<file path="src/rtl/fsm_arbiter_pkg.sv">
// Shared types and helpers for the N-channel request/grant arbiter.
//   state_t    : FSM encoding (IDLE / GRANT); encodings outside the enum recover to IDLE
//   MODE_*     : arbitration policy selectors for the MODE parameter
//   oh2idx()   : one-hot (up to MAX_REQ bits) to binary index
package fsm_arbiter_pkg;

  typedef enum logic [1:0] {
    IDLE  = 2'b01,
    GRANT = 2'b10
  } state_t;

  localparam int MODE_FIXED = 0;
  localparam int MODE_RR    = 1;
  localparam int MAX_REQ    = 32;

  // OR-reduction of the set bit positions; exact for a one-hot or zero input.
  function automatic logic [4:0] oh2idx(input logic [MAX_REQ-1:0] oh);
    logic [4:0] idx;
    idx = '0;
    for (int i = 0; i < MAX_REQ; i++)
      if (oh[i]) idx = idx | 5'(i);
    return idx;
  endfunction

endpackage

</file>
<file path="src/rtl/fsm_arbiter_n_arb_pick.sv">
// Combinational rotated priority encoder.
//   i_elig  : eligible request vector
//   i_start : first index searched in round-robin mode (ignored in fixed mode)
//   i_mode  : 0 = fixed (search from 0), 1 = rotate from i_start with wrap
//   o_valid : some channel is eligible
//   o_idx   : winning channel index
module arb_pick
  import fsm_arbiter_pkg::*;
#(
  parameter int NUM_REQ = 4,
  parameter int IDW     = $clog2(NUM_REQ)
) (
  input  logic [NUM_REQ-1:0] i_elig,
  input  logic [IDW-1:0]     i_start,
  input  logic               i_mode,
  output logic               o_valid,
  output logic [IDW-1:0]     o_idx
);

  always_comb begin
    int base;
    int c;
    o_valid = 1'b0;
    o_idx   = '0;
    base    = i_mode ? int'(i_start) : 0;
    c       = 0;
    for (int k = 0; k < NUM_REQ; k++) begin
      // base + k < 2*NUM_REQ, so a single conditional subtract wraps it
      c = base + k;
      if (c >= NUM_REQ) c = c - NUM_REQ;
      if (!o_valid && i_elig[c]) begin
        o_valid = 1'b1;
        o_idx   = IDW'(c);
      end
    end
  end

endmodule

</file>
<file path="src/rtl/fsm_arbiter_n.sv">
// N-channel request/grant arbiter with fixed or round-robin policy and an
// optional maximum-hold timeout that locks the revoked channel out until it
// drops its request.
//   clock, reset : rising-edge clock, async active-high reset
//   req          : level request per channel
//   gnt          : registered one-hot grant (or zero)
//   gnt_id       : index of granted channel, valid while busy
//   busy         : any grant active
//   timeout      : one-cycle pulse on the first cycle after a forced revoke
module fsm_arbiter_n
  import fsm_arbiter_pkg::*;
#(
  parameter int  NUM_REQ  = 4,
  parameter int  MODE     = MODE_FIXED,
  parameter int  MAX_HOLD = 0,
  localparam int IDW      = $clog2(NUM_REQ)
) (
  input  logic               clock,
  input  logic               reset,
  input  logic [NUM_REQ-1:0] req,
  output logic [NUM_REQ-1:0] gnt,
  output logic [IDW-1:0]     gnt_id,
  output logic               busy,
  output logic               timeout
);

  localparam int             CW       = (MAX_HOLD > 0) ? $clog2(MAX_HOLD + 1) : 1;
  localparam logic [CW-1:0]  HOLD_MAX = CW'(MAX_HOLD);

  state_t             r_state;
  logic [NUM_REQ-1:0] r_lock;
  logic [IDW-1:0]     r_ptr;
  logic [CW-1:0]      r_hold;

  logic [NUM_REQ-1:0] w_elig;
  logic [IDW-1:0]     w_start;
  logic [IDW-1:0]     w_win;
  logic [IDW-1:0]     w_owner;
  logic               w_valid;
  logic               w_limit;
  logic               w_release;
  logic               w_revoke;

  assign w_elig    = req & ~r_lock;
  assign w_start   = (r_ptr == IDW'(NUM_REQ - 1)) ? '0 : r_ptr + IDW'(1);
  assign w_owner   = IDW'(oh2idx(MAX_REQ'(gnt)));
  assign w_limit   = (MAX_HOLD > 0) && (r_hold == HOLD_MAX);
  assign w_release = (r_state == GRANT) && !req[w_owner];
  // A release on the limit cycle wins over the timeout.
  assign w_revoke  = (r_state == GRANT) && req[w_owner] && w_limit;

  arb_pick #(.NUM_REQ(NUM_REQ), .IDW(IDW)) u_pick (
    .i_elig  (w_elig),
    .i_start (w_start),
    .i_mode  (MODE == MODE_RR),
    .o_valid (w_valid),
    .o_idx   (w_win)
  );

  always_ff @(posedge clock or posedge reset) begin
    if (reset) begin
      r_state <= IDLE;
      gnt     <= '0;
      gnt_id  <= '0;
      busy    <= 1'b0;
      timeout <= 1'b0;
      r_lock  <= '0;
      r_ptr   <= IDW'(NUM_REQ - 1);
      r_hold  <= '0;
    end else begin
      timeout <= 1'b0;
      // Lockout drops whenever the channel releases its request; a revoke
      // locks the current owner (gnt is its one-hot).
      r_lock  <= (r_lock & req) | (w_revoke ? gnt : '0);
      case (r_state)
        IDLE: begin
          if (w_valid) begin
            r_state <= GRANT;
            gnt     <= NUM_REQ'(1) << w_win;
            gnt_id  <= w_win;
            busy    <= 1'b1;
            r_ptr   <= w_win;
            r_hold  <= (MAX_HOLD > 0) ? CW'(1) : '0;
          end
        end
        GRANT: begin
          if (w_release || w_revoke) begin
            r_state <= IDLE;
            gnt     <= '0;
            gnt_id  <= '0;
            busy    <= 1'b0;
            r_hold  <= '0;
            timeout <= w_revoke;
          end else if (MAX_HOLD > 0 && r_hold != HOLD_MAX) begin
            r_hold  <= r_hold + CW'(1);
          end
        end
        default: begin
          r_state <= IDLE;
          gnt     <= '0;
          gnt_id  <= '0;
          busy    <= 1'b0;
          r_hold  <= '0;
        end
      endcase
    end
  end

endmodule

</file>
<file path="config.mk">
export PLATFORM = sky130hd
export DESIGN_NAME = fsm_arbiter_n
export DESIGN_NICKNAME = d
export VERILOG_FILES = /design/src/rtl/fsm_arbiter_pkg.sv /design/src/rtl/fsm_arbiter_n_arb_pick.sv /design/src/rtl/fsm_arbiter_n.sv
export SDC_FILE = /design/constraint.sdc
export NUM_CORES = 1
export LEC_CHECK = 0
export ABC_AREA = 1
export ABC_CLOCK_PERIOD_IN_PS = 1700
export CORE_MARGIN = 5
export CORE_UTILIZATION = 40
export DETAILED_ROUTE_END_ITERATION = 10
export DONT_BUFFER_PORTS = 1
export GPL_TIMING_DRIVEN = 0
export PLACE_DENSITY_LB_ADDON = 0.25
export SLEW_MARGIN = 40
export SYNTH_ARGS = -nofsm -noshare
export SYNTH_HDL_FRONTEND = slang
export SYNTH_SLANG_ARGS = --single-unit
</file>
<file path="constraint.sdc">
create_clock -name clock -period 1.7 [get_ports clock]
set_input_delay 0.255 -clock clock [delete_from_list [all_inputs] [get_ports clock]]
set_output_delay 0.255 -clock clock [all_outputs]
set_load 0.1 [all_outputs]
</file>
After elaboration in Yosys (flattened, before gate mapping)
Index checks and enable logic that the tools add are counted.

Register bits: 13. Input bits: 6. Output and inout port bits: 8. Word-level logic and storage cells: 47.

Magnitude comparators: 1. Eq/ne operators: 4. Shifts and indexed selects: 1. Multiplexer cells: 24. Bitwise operators: 3. Reductions and logical operators: 9.

Operators with widths (count): 2-bit 2-to-1 mux (8); 1-bit 2-to-1 mux (9); 4-bit bitwise AND (2); 4-bit 2-to-1 mux (2); 2-bit one-hot mux with 2 select lines (2); 4-bit one-hot mux with 2 select lines (1); 1-bit logical AND (4); 1-bit zero test (4); 4-bit inverter (1); 1-bit by 2-bit << shifter with 4-bit output (first input constant) (1); 2-bit by 3-bit < comparator with 1-bit output (second input constant) (1); 1-bit binary-select mux with 2-bit select (1); 2-bit by 1-bit equality test with 1-bit output (second input constant) (1); 2-bit equality test (second input constant) (1); 2-bit by 1-bit != test with 1-bit output (second input constant) (1); 2-bit != test (second input constant) (1); 1-bit one-hot mux with 2 select lines (1); 2-bit AND reduction (1).

Depth between registers and ports, before layout
Gate-level depths: netlist of the first run.

Word-level depth: 15. Depth in mapped cells: 9. Depth with buffers taken out: 9.

Cells and area by module
A second synthesis of the first run with hierarchy kept.

Cell total of the unflattened synthesis: 152. Area total of the unflattened synthesis: 968.4 µm².

By module, submodules not included: fsm_arbiter_n (times used 1, cells each 88, area an instance 674.4 µm², seq. area each 354.1 µm²); arb_pick (times used 1, cells each 64, area an instance 294.0 µm², seq. area each 0.0 µm²).

Least setup slack after synthesis of the first run
Ideal clock, no wire load.

Kind: register -> register. Start point: register gnt[3]. End point: register gnt[1]. Library setup time: 0.122 ns. Arrival time: 1.590 ns. Required time: 1.578 ns. Path slack: -0.013 ns. Cell stages (with the launch flop): 10. Path through: dfrtp_1 > inv_1 > nand2_1 > nand2_1 > nand3_1 > nand2_1 > nand2_2 > nand2_4 > nand2_1 > nand2_1.

Cells in the longest elaborated chain, start to end: 7.

RTL lines: start: declaration (line fsm_arbiter_n.sv:21) `output logic [NUM_REQ-1:0] gnt,`; start signal: assignment (line fsm_arbiter_n.sv:79) `gnt <= NUM_REQ'(1) << w_win;`; 2-bit 2-to-1 mux (line fsm_arbiter_pkg.sv:21) `if (oh[i]) idx = idx | 5'(i);`; 1-bit binary-select mux with 2-bit select; 1-bit 2-to-1 mux; 1-bit zero test (line fsm_arbiter_n.sv:48) `assign w_release = (r_state == GRANT) && !req[w_owner];`; 1-bit logical AND (line fsm_arbiter_n.sv:48); 2-bit != test (no line); 2-bit AND reduction (no line).

Every way passes these cells. The select of a mux whose other input is x is not followed. A chain may end at the register's enable or synchronous reset.

Worst setup path after layout of the first run
Start point: register gnt[3]. End point: register gnt[0].

Same word-level chain as after synthesis.

==> metrics.md, run 1 <==
| Metric | Value |
|---|---|
| Status | `completed` |
| Clock Latency Late Sink | `around 0.27 ns` |
| Post-DRT Antenna Nets | `0` |
| Hold wc startpoint | `req[0]` |
| Final Instance Area | `734 um^2` |
| Die Y | `around 51 um` |
| CTS Root Cell | `clkbuf_4` |
| Total CTS buffers | `3` |
| FF-to-FF setup slack | `0.18 ns` |
| Most common cell after layout, fill and taps aside | `nand2_1` |
| TritonCTS Sinks | `12` |
| WP data required | `between 1.5 and 2 ns` |
| CORE AREA | `0.00154 mm^2` |
| Initial antenna violation count | `0` |
| Minimum clock period | `about 1.5 ns` |
| Fraction of layout instances using a drive strength above 1 | `a little under a third` |
| Pins Over Slew Limit | `0` |
| Final Skew | `~0.013 ns` |
| Die area | `between 0.002 and 0.003 mm^2` |
| Fill count | `roughly 150` |
| Power per Cell Area | `approximately 1600 mW/mm^2` |
| Yosys top cell area share | `about two fifths` |
| Post-CTS Resized | `0` |
| Maximum vdd drop | `approximately 600 uV` |
| Row count | `14` |
| Ports | `14` |
| Mapped Cells | `between 80 and 90` |
| RSZ-0062 raised after global routing | `false` |
| Iter 0 DRT Violations | `5` |
| Area of the mapped netlist | `around 670 um^2` |
| Pre-CTS setup slack | `~0.18 ns` |
| H-tree Lvls | `1` |
| GR Overflow Total | `0` |
| Gr usage total | `about a tenth` |
| Power Internal | `533 uW` |
| Final Non-Filler Cells | `between 100 and 150` |
| Antenna Cells | `0` |
| Number of global-route vias before repair | `between 400 and 500` |
| Sw power | `~630 uW` |
| Hold Crit Class | `in2reg` |
| CTS tree | `done` |
| Clock tree buffer depth | `2` |
| Combinational share of power | `between 20% and 30%` |
| Switch share | `~54%` |
| Via count | `approximately 490` |
| Setup violations, final | `0` |
| Total Routed Length | `roughly 1.1 mm` |
| Period Utilization, post-route | `about nine tenths` |
| Vias per cell | `around 4.6` |
| Crit start category | `flop` |
| Starting Density | `between 40 and 50%` |
| Crit-path cells | `inv_1 > nand2_1 > nand2_1 > nand3_1 > nand2_1 > nand2_2 > nand2_4 > nand2_1 > nand2_1` |
| Syn. warnings | `0` |
| Pleak | `~0.43 nW` |
| Worst path slowest cell | `dfrtp_2` |
| Post-route DRC violation count | `0` |
| Sequential area share after synthesis | `between 40% and 50%` |
| Crit Path Max Fanout | `6` |
| Largest net degree at the start of global routing | `13` |
| WHS Endpoint | `r_lock[0]` |
| Post-DP Area | `between 600 and 700 um^2` |
| Syn_area_per_cell | `around 7.9 um^2` |
| Largest cells by area after synthesis | `dfrtp_1 41%, nand2_1 16%, inv_1 7.9%` |
| Sequential Power Share | `a little over 60%` |
| P&R area growth vs syn | `9.72%` |
| Area leader, netlist | `dfrtp_1` |
| Rel. slew slack | `61.2%` |
| First-pass GRT wire length | `about 2.1 mm` |
| Fmax | `between 600 and 700 MHz` |
| Slew @ Worst Pin | `slightly below 0.6 ns` |
| RePlAce Congestion | `between 0.8 and 0.9` |
| Port bufs | `0` |
| Setup TNS | `0 ns` |
| Netlist cell types | `17` |
| CP Class | `reg2reg` |
| Final hold slack | `~0.080 ns` |
| Seq cells post-synth | `12` |
| Post-Syn Nets | `91` |
| Hold Fails Final Rpt | `0` |
| FF/Latch Area | `310 um^2` |
| Setup crit end kind | `flop` |
| Fin worst setup slack | `approximately 0.18 ns` |
| DP Cell Count | `approximately 100` |
| Final-stage net count | `97` |
| Worst r2r path cells | `9` |
| Worst-path clk slew | `approximately 0.080 ns` |
| Most frequent cells in the layout | `29 x nand2_1, 14 x inv_1, 7 x dfrtp_2` |
| Worst flop-to-flop path endpoint | `gnt[0]` |
| DIE WIDTH | `roughly 50 um` |
| HPWL after DPL | `898 um` |
| Post-CTS Setup Inserts | `0` |
| Worst EP arrival | `1.68 ns` |
| Start of the worst register-to-register path | `gnt[3]` |
| Hold path depth | `2` |
| Routed WL per cell | `around 11 um` |
| Max-cap violations | `0` |
| Drt pass-1 iters | `4` |
| Clock power frac | `~16%` |
| CP max stage delay | `just over 0.7 ns` |
| Most frequent CP cell | `nand2_1` |
| Multi-input gate area | `293 um^2` |
flip-flops by register name, summed over array words and instances, names as in the netlist:
| register | cells |
|---|---|
| gnt | 4 |
| r_lock | 4 |
| gnt_id | 2 |
| r_state | 2 |
metrics by stage:
stage / util (%) / power, mW
global route: 47.6 / 1.24
finish: 47.6 / 1.17
CTS: 47.4 / 1.18
floorplan: - / 0.941
detailed placement: 45.0 / 0.990
global placement: 44.8 / 0.981
how the worst max path moves through the flow:
stage            from        end  slack (ns)  cells past startpoint
6_report       gnt[3]     gnt[0]        0.18                      9
5_1_grt        gnt[3]  gnt_id[1]        0.02                      9
4_1_cts        gnt[3]     gnt[0]        0.15                      9
3_5_place_dp   gnt[3]     gnt[0]        0.18                      9
3_3_place_gp   gnt[1]  gnt_id[0]       -0.06                      9
2_1_floorplan  gnt[1]     gnt[1]        0.03                      9
power by group through the flow:
stage / clock network [mW] / logic, mW / registers (mW)
finish: 0.185 / 0.258 / 0.725
global placement: 0 / 0.259 / 0.722
CTS: 0.195 / 0.264 / 0.722
global route: 0.209 / 0.297 / 0.736
detailed placement: 0 / 0.262 / 0.728
floorplan: 0 / 0.228 / 0.713
cells by family (layout without fill, tap and decap cells):
logic type / count (synthesis) / count (layout) / synth area share [%]
other: 1 / 1 / 0.560
DFF: 12 / 12 / 45.0
buffers and inverters: 19 / 24 / 11.2
and+or+nand+nor: 53 / 53 / 43.2
what timing repair did:
action,CTS,global route
endpoints found under the setup margin,0,0
endpoints found under the hold margin,11,0
hold buffers,1,0
Yosys cell counts:
master,number
nand2_1,29
inv_1,14
dfrtp_1,11
nor2_1,6
nand2_2,5
nand3_1,5
inv_2,4
nand4_1,2
buf_4,1
conb_1,1
dfstp_2,1
nand2_4,1
nand3_4,1
nand3b_4,1
nor2_4,1
nor2_8,1
or2_4,1
worst max-delay path: cells and delay by family (launching register included):
| family | cells | cell delay, ns |
|---|---|---|
| buffers and inverters | 1 | 0.12 |
| and+or+nand+nor | 8 | 0.58 |
| DFF | 1 | 0.71 |
metal layers:
| layer | up-vias | track usage [%] | wire length [um] |
|---|---|---|---|
| li1 | 256 | - | - |
| met1 | 225 | 15.3 | 517 |
| met2 | 10 | 14.0 | 525 |
| met3 | 0 | 3.78 | 74 |
| met4 | 0 | 5.11 | 0 |
| met5 | - | 0 | 0 |
final cells by class:
class	count	share of cell area, %
well taps	16	2.73
clock buffers	4	3.58
repair buffers	1	1.36
flip-flops and latches	12	42.2
multi-input cells	54	39.9
plain buffers	1	1.02
inverters	18	9.20
Note: power is estimated with default switching activity, not from simulation.
==> run 2, diff against run 1 <==
--- a/constraint.sdc
+++ b/constraint.sdc
@@ -3,2 +3,2 @@
 set_output_delay 0.255 -clock clock [all_outputs]
-set_load 0.1 [all_outputs]
+set_load 0.05 [all_outputs]
==> metrics.md, run 2 (synthesized netlist as in run 1, its figures left out) <==
| Metric | Value |
|---|---|
| Rel. slew slack | `57.2% (was 61.2%)` |
| Minimum clock period | `1.50 ns (was 1.52 ns)` |
| Post-route DRC violation count | `0 (unchanged)` |
| Total Routed Length | `1.10 mm (was 1.12 mm)` |
| DIE WIDTH | `50.9 um (unchanged)` |
| Clock tree buffer depth | `2 (unchanged)` |
| Final hold slack | `0.0809 ns (was 0.0797 ns)` |
| Top flop regs | `gnt (4), r_lock (4) (unchanged)` |
| Post-CTS Setup Inserts | `0 (unchanged)` |
| First-pass GRT wire length | `1.95 mm (was 2.13 mm)` |
| Final-stage net count | `97 (unchanged)` |
| Die area | `0.00259 mm^2 (unchanged)` |
| Pleak | `0.441 nW (was 0.430 nW)` |
| Setup crit end kind | `flop (unchanged)` |
| Period Utilization, post-route | `88.3% (was 89.7%)` |
| Fin worst setup slack | `0.199 ns (was 0.175 ns)` |
| Post-DP Area | `689 um^2 (was 694 um^2)` |
| Starting Density | `43.4% (unchanged)` |
| Routed WL per cell | `10.3 um (was 10.5 um)` |
| Power per Cell Area | `1370 mW/mm^2 (was 1590 mW/mm^2)` |
| Fraction of layout instances using a drive strength above 1 | `22.2% (was 30.0%)` |
| Crit start category | `flop (unchanged)` |
| Crit Path Max Fanout | `6 (unchanged)` |
| Final Instance Area | `726 um^2 (was 734 um^2)` |
| Port bufs | `0 (unchanged)` |
| Pre-CTS setup slack | `0.206 ns (was 0.179 ns)` |
| CORE AREA | `0.00154 mm^2 (unchanged)` |
| CTS tree | `done (unchanged)` |
| Worst-path clk slew | `0.08 ns (about the same)` |
| Die Y | `50.9 um (unchanged)` |
| Largest net degree at the start of global routing | `13 (unchanged)` |
| Hold Fails Final Rpt | `0 (unchanged)` |
| Slew @ Worst Pin | `0.643 ns (was 0.582 ns)` |
| Setup TNS | `0 ns (unchanged)` |
| Tot Pwr | `994 uW (was 1.17 mW)` |
| RSZ-0062 raised after global routing | `false (unchanged)` |
| Ports | `14 (unchanged)` |
| Number of global-route vias before repair | `439 (was 468)` |
| Clock Latency Late Sink | `0.27 ns (about the same)` |
| TritonCTS Sinks | `12 (unchanged)` |
| Post-DRT Antenna Nets | `0 (unchanged)` |
| Final Skew | `0.00689 ns (was 0.0126 ns)` |
| RePlAce Congestion | `0.833 (was 0.849)` |
| Initial antenna violation count | `0 (unchanged)` |
| Drt pass-1 iters | `3 (was 4)` |
| Fmax | `666 MHz (was 656 MHz)` |
| GR Overflow Total | `0 (unchanged)` |
| Via count | `467 (was 491)` |
| P&R area growth vs syn | `8.41% (was 9.72%)` |
| CP Class | `reg2reg (unchanged)` |
| Most frequent cells in the layout | `29 x nand2_1, 14 x inv_1, 11 x dfrtp_1 (was 29 x nand2_1, 14 x inv_1, 7 x dfrtp_2)` |
| Iter 0 DRT Violations | `12 (was 5)` |
| CTS Root Cell | `clkbuf_4 (unchanged)` |
| Maximum vdd drop | `502 uV (was 616 uV)` |
| WP data required | `1.86 ns (was 1.85 ns)` |
| Setup violations, final | `0 (unchanged)` |
| Pins Over Slew Limit | `0 (unchanged)` |
| Gr usage total | `9.83% (was 10.7%)` |
| HPWL after DPL | `881 um (was 898 um)` |
| Status | `completed (unchanged)` |
| Hold Crit Class | `in2reg (unchanged)` |
| Most common cell after layout, fill and taps aside | `nand2_1 (unchanged)` |
| Row count | `14 (unchanged)` |
| Total CTS buffers | `3 (unchanged)` |
| Antenna Cells | `0 (unchanged)` |
| H-tree Lvls | `1 (unchanged)` |
| Worst EP arrival | `1.66 ns (was 1.68 ns)` |
| Max-cap violations | `0 (unchanged)` |
| Vias per cell | `4.41 (was 4.63)` |
-- run 2: cell counts in the layout (fill, tap and decap cells not counted) --
Identical to the previous run, type by type.
-- run 2: cell type report --
cell class	count	area, um^2
Buffer	1	7.51
Clock buffer	4	26.3
Fill cell	156	816
Inverter	18	67.6
Multi-Input combinational cell	54	293
Sequential cell	12	302
Tap cell	16	20.0
Timing Repair Buffer	1	10.0
-- run 2: worst paths after layout --
check	start	endpoint	slack [ns]	depth (start not counted)
max	gnt[3]	gnt[0]	0.20	9
min	req[2]	r_lock[2]	0.08	2
max reg2reg	gnt[3]	gnt[0]	0.20	9
min reg2reg	r_lock[0]	r_lock[0]	0.47	2
max in group asynchronous	reset	r_state[0]	0.92	2
min in group asynchronous	reset	r_lock[1]	0.42	2
-- run 2: critical path, cell delays in order, from the launching register on --
cell	delay, ns
dfrtp_1	0.69
inv_1	0.12
nand2_1	0.11
nand2_1	0.06
nand3_1	0.06
nand2_1	0.06
nand2_2	0.10
nand2_4	0.08
nand2_1	0.07
nand2_1	0.05
-- run 2: metrics by stage --
stage	util [%]	cells
2_1_floorplan	-	85
3_3_place_gp	44.7	101
3_5_place_dp	44.7	101
4_1_cts	47.1	106
5_1_grt	47.1	106
6_report	47.1	106
-- run 2: repair_timing --
action / in CTS / in global routing
resized for setup: 0 / 0
hold endpoints to repair: 11 / 0
hold buffers: 1 / 0
-- run 2: metal layers --
metal  global-route usage [%]  vias to the layer above  routed length, um  part of all wire (%)
met5                        0                        -                  0                     0
met1                     14.0                      204                546                    50
li1                         -                      256                  -                     -
met2                     13.0                        7                497                    45
met4                     5.11                        0                  0                     0
met3                     3.20                        0                 51                   4.7
-- run 2: power breakdown --
group	switching (mW)	total, mW	internal [mW]
clock network	0.0949	0.186	0.0907
registers	0.209	0.555	0.345
logic	0.163	0.254	0.0907
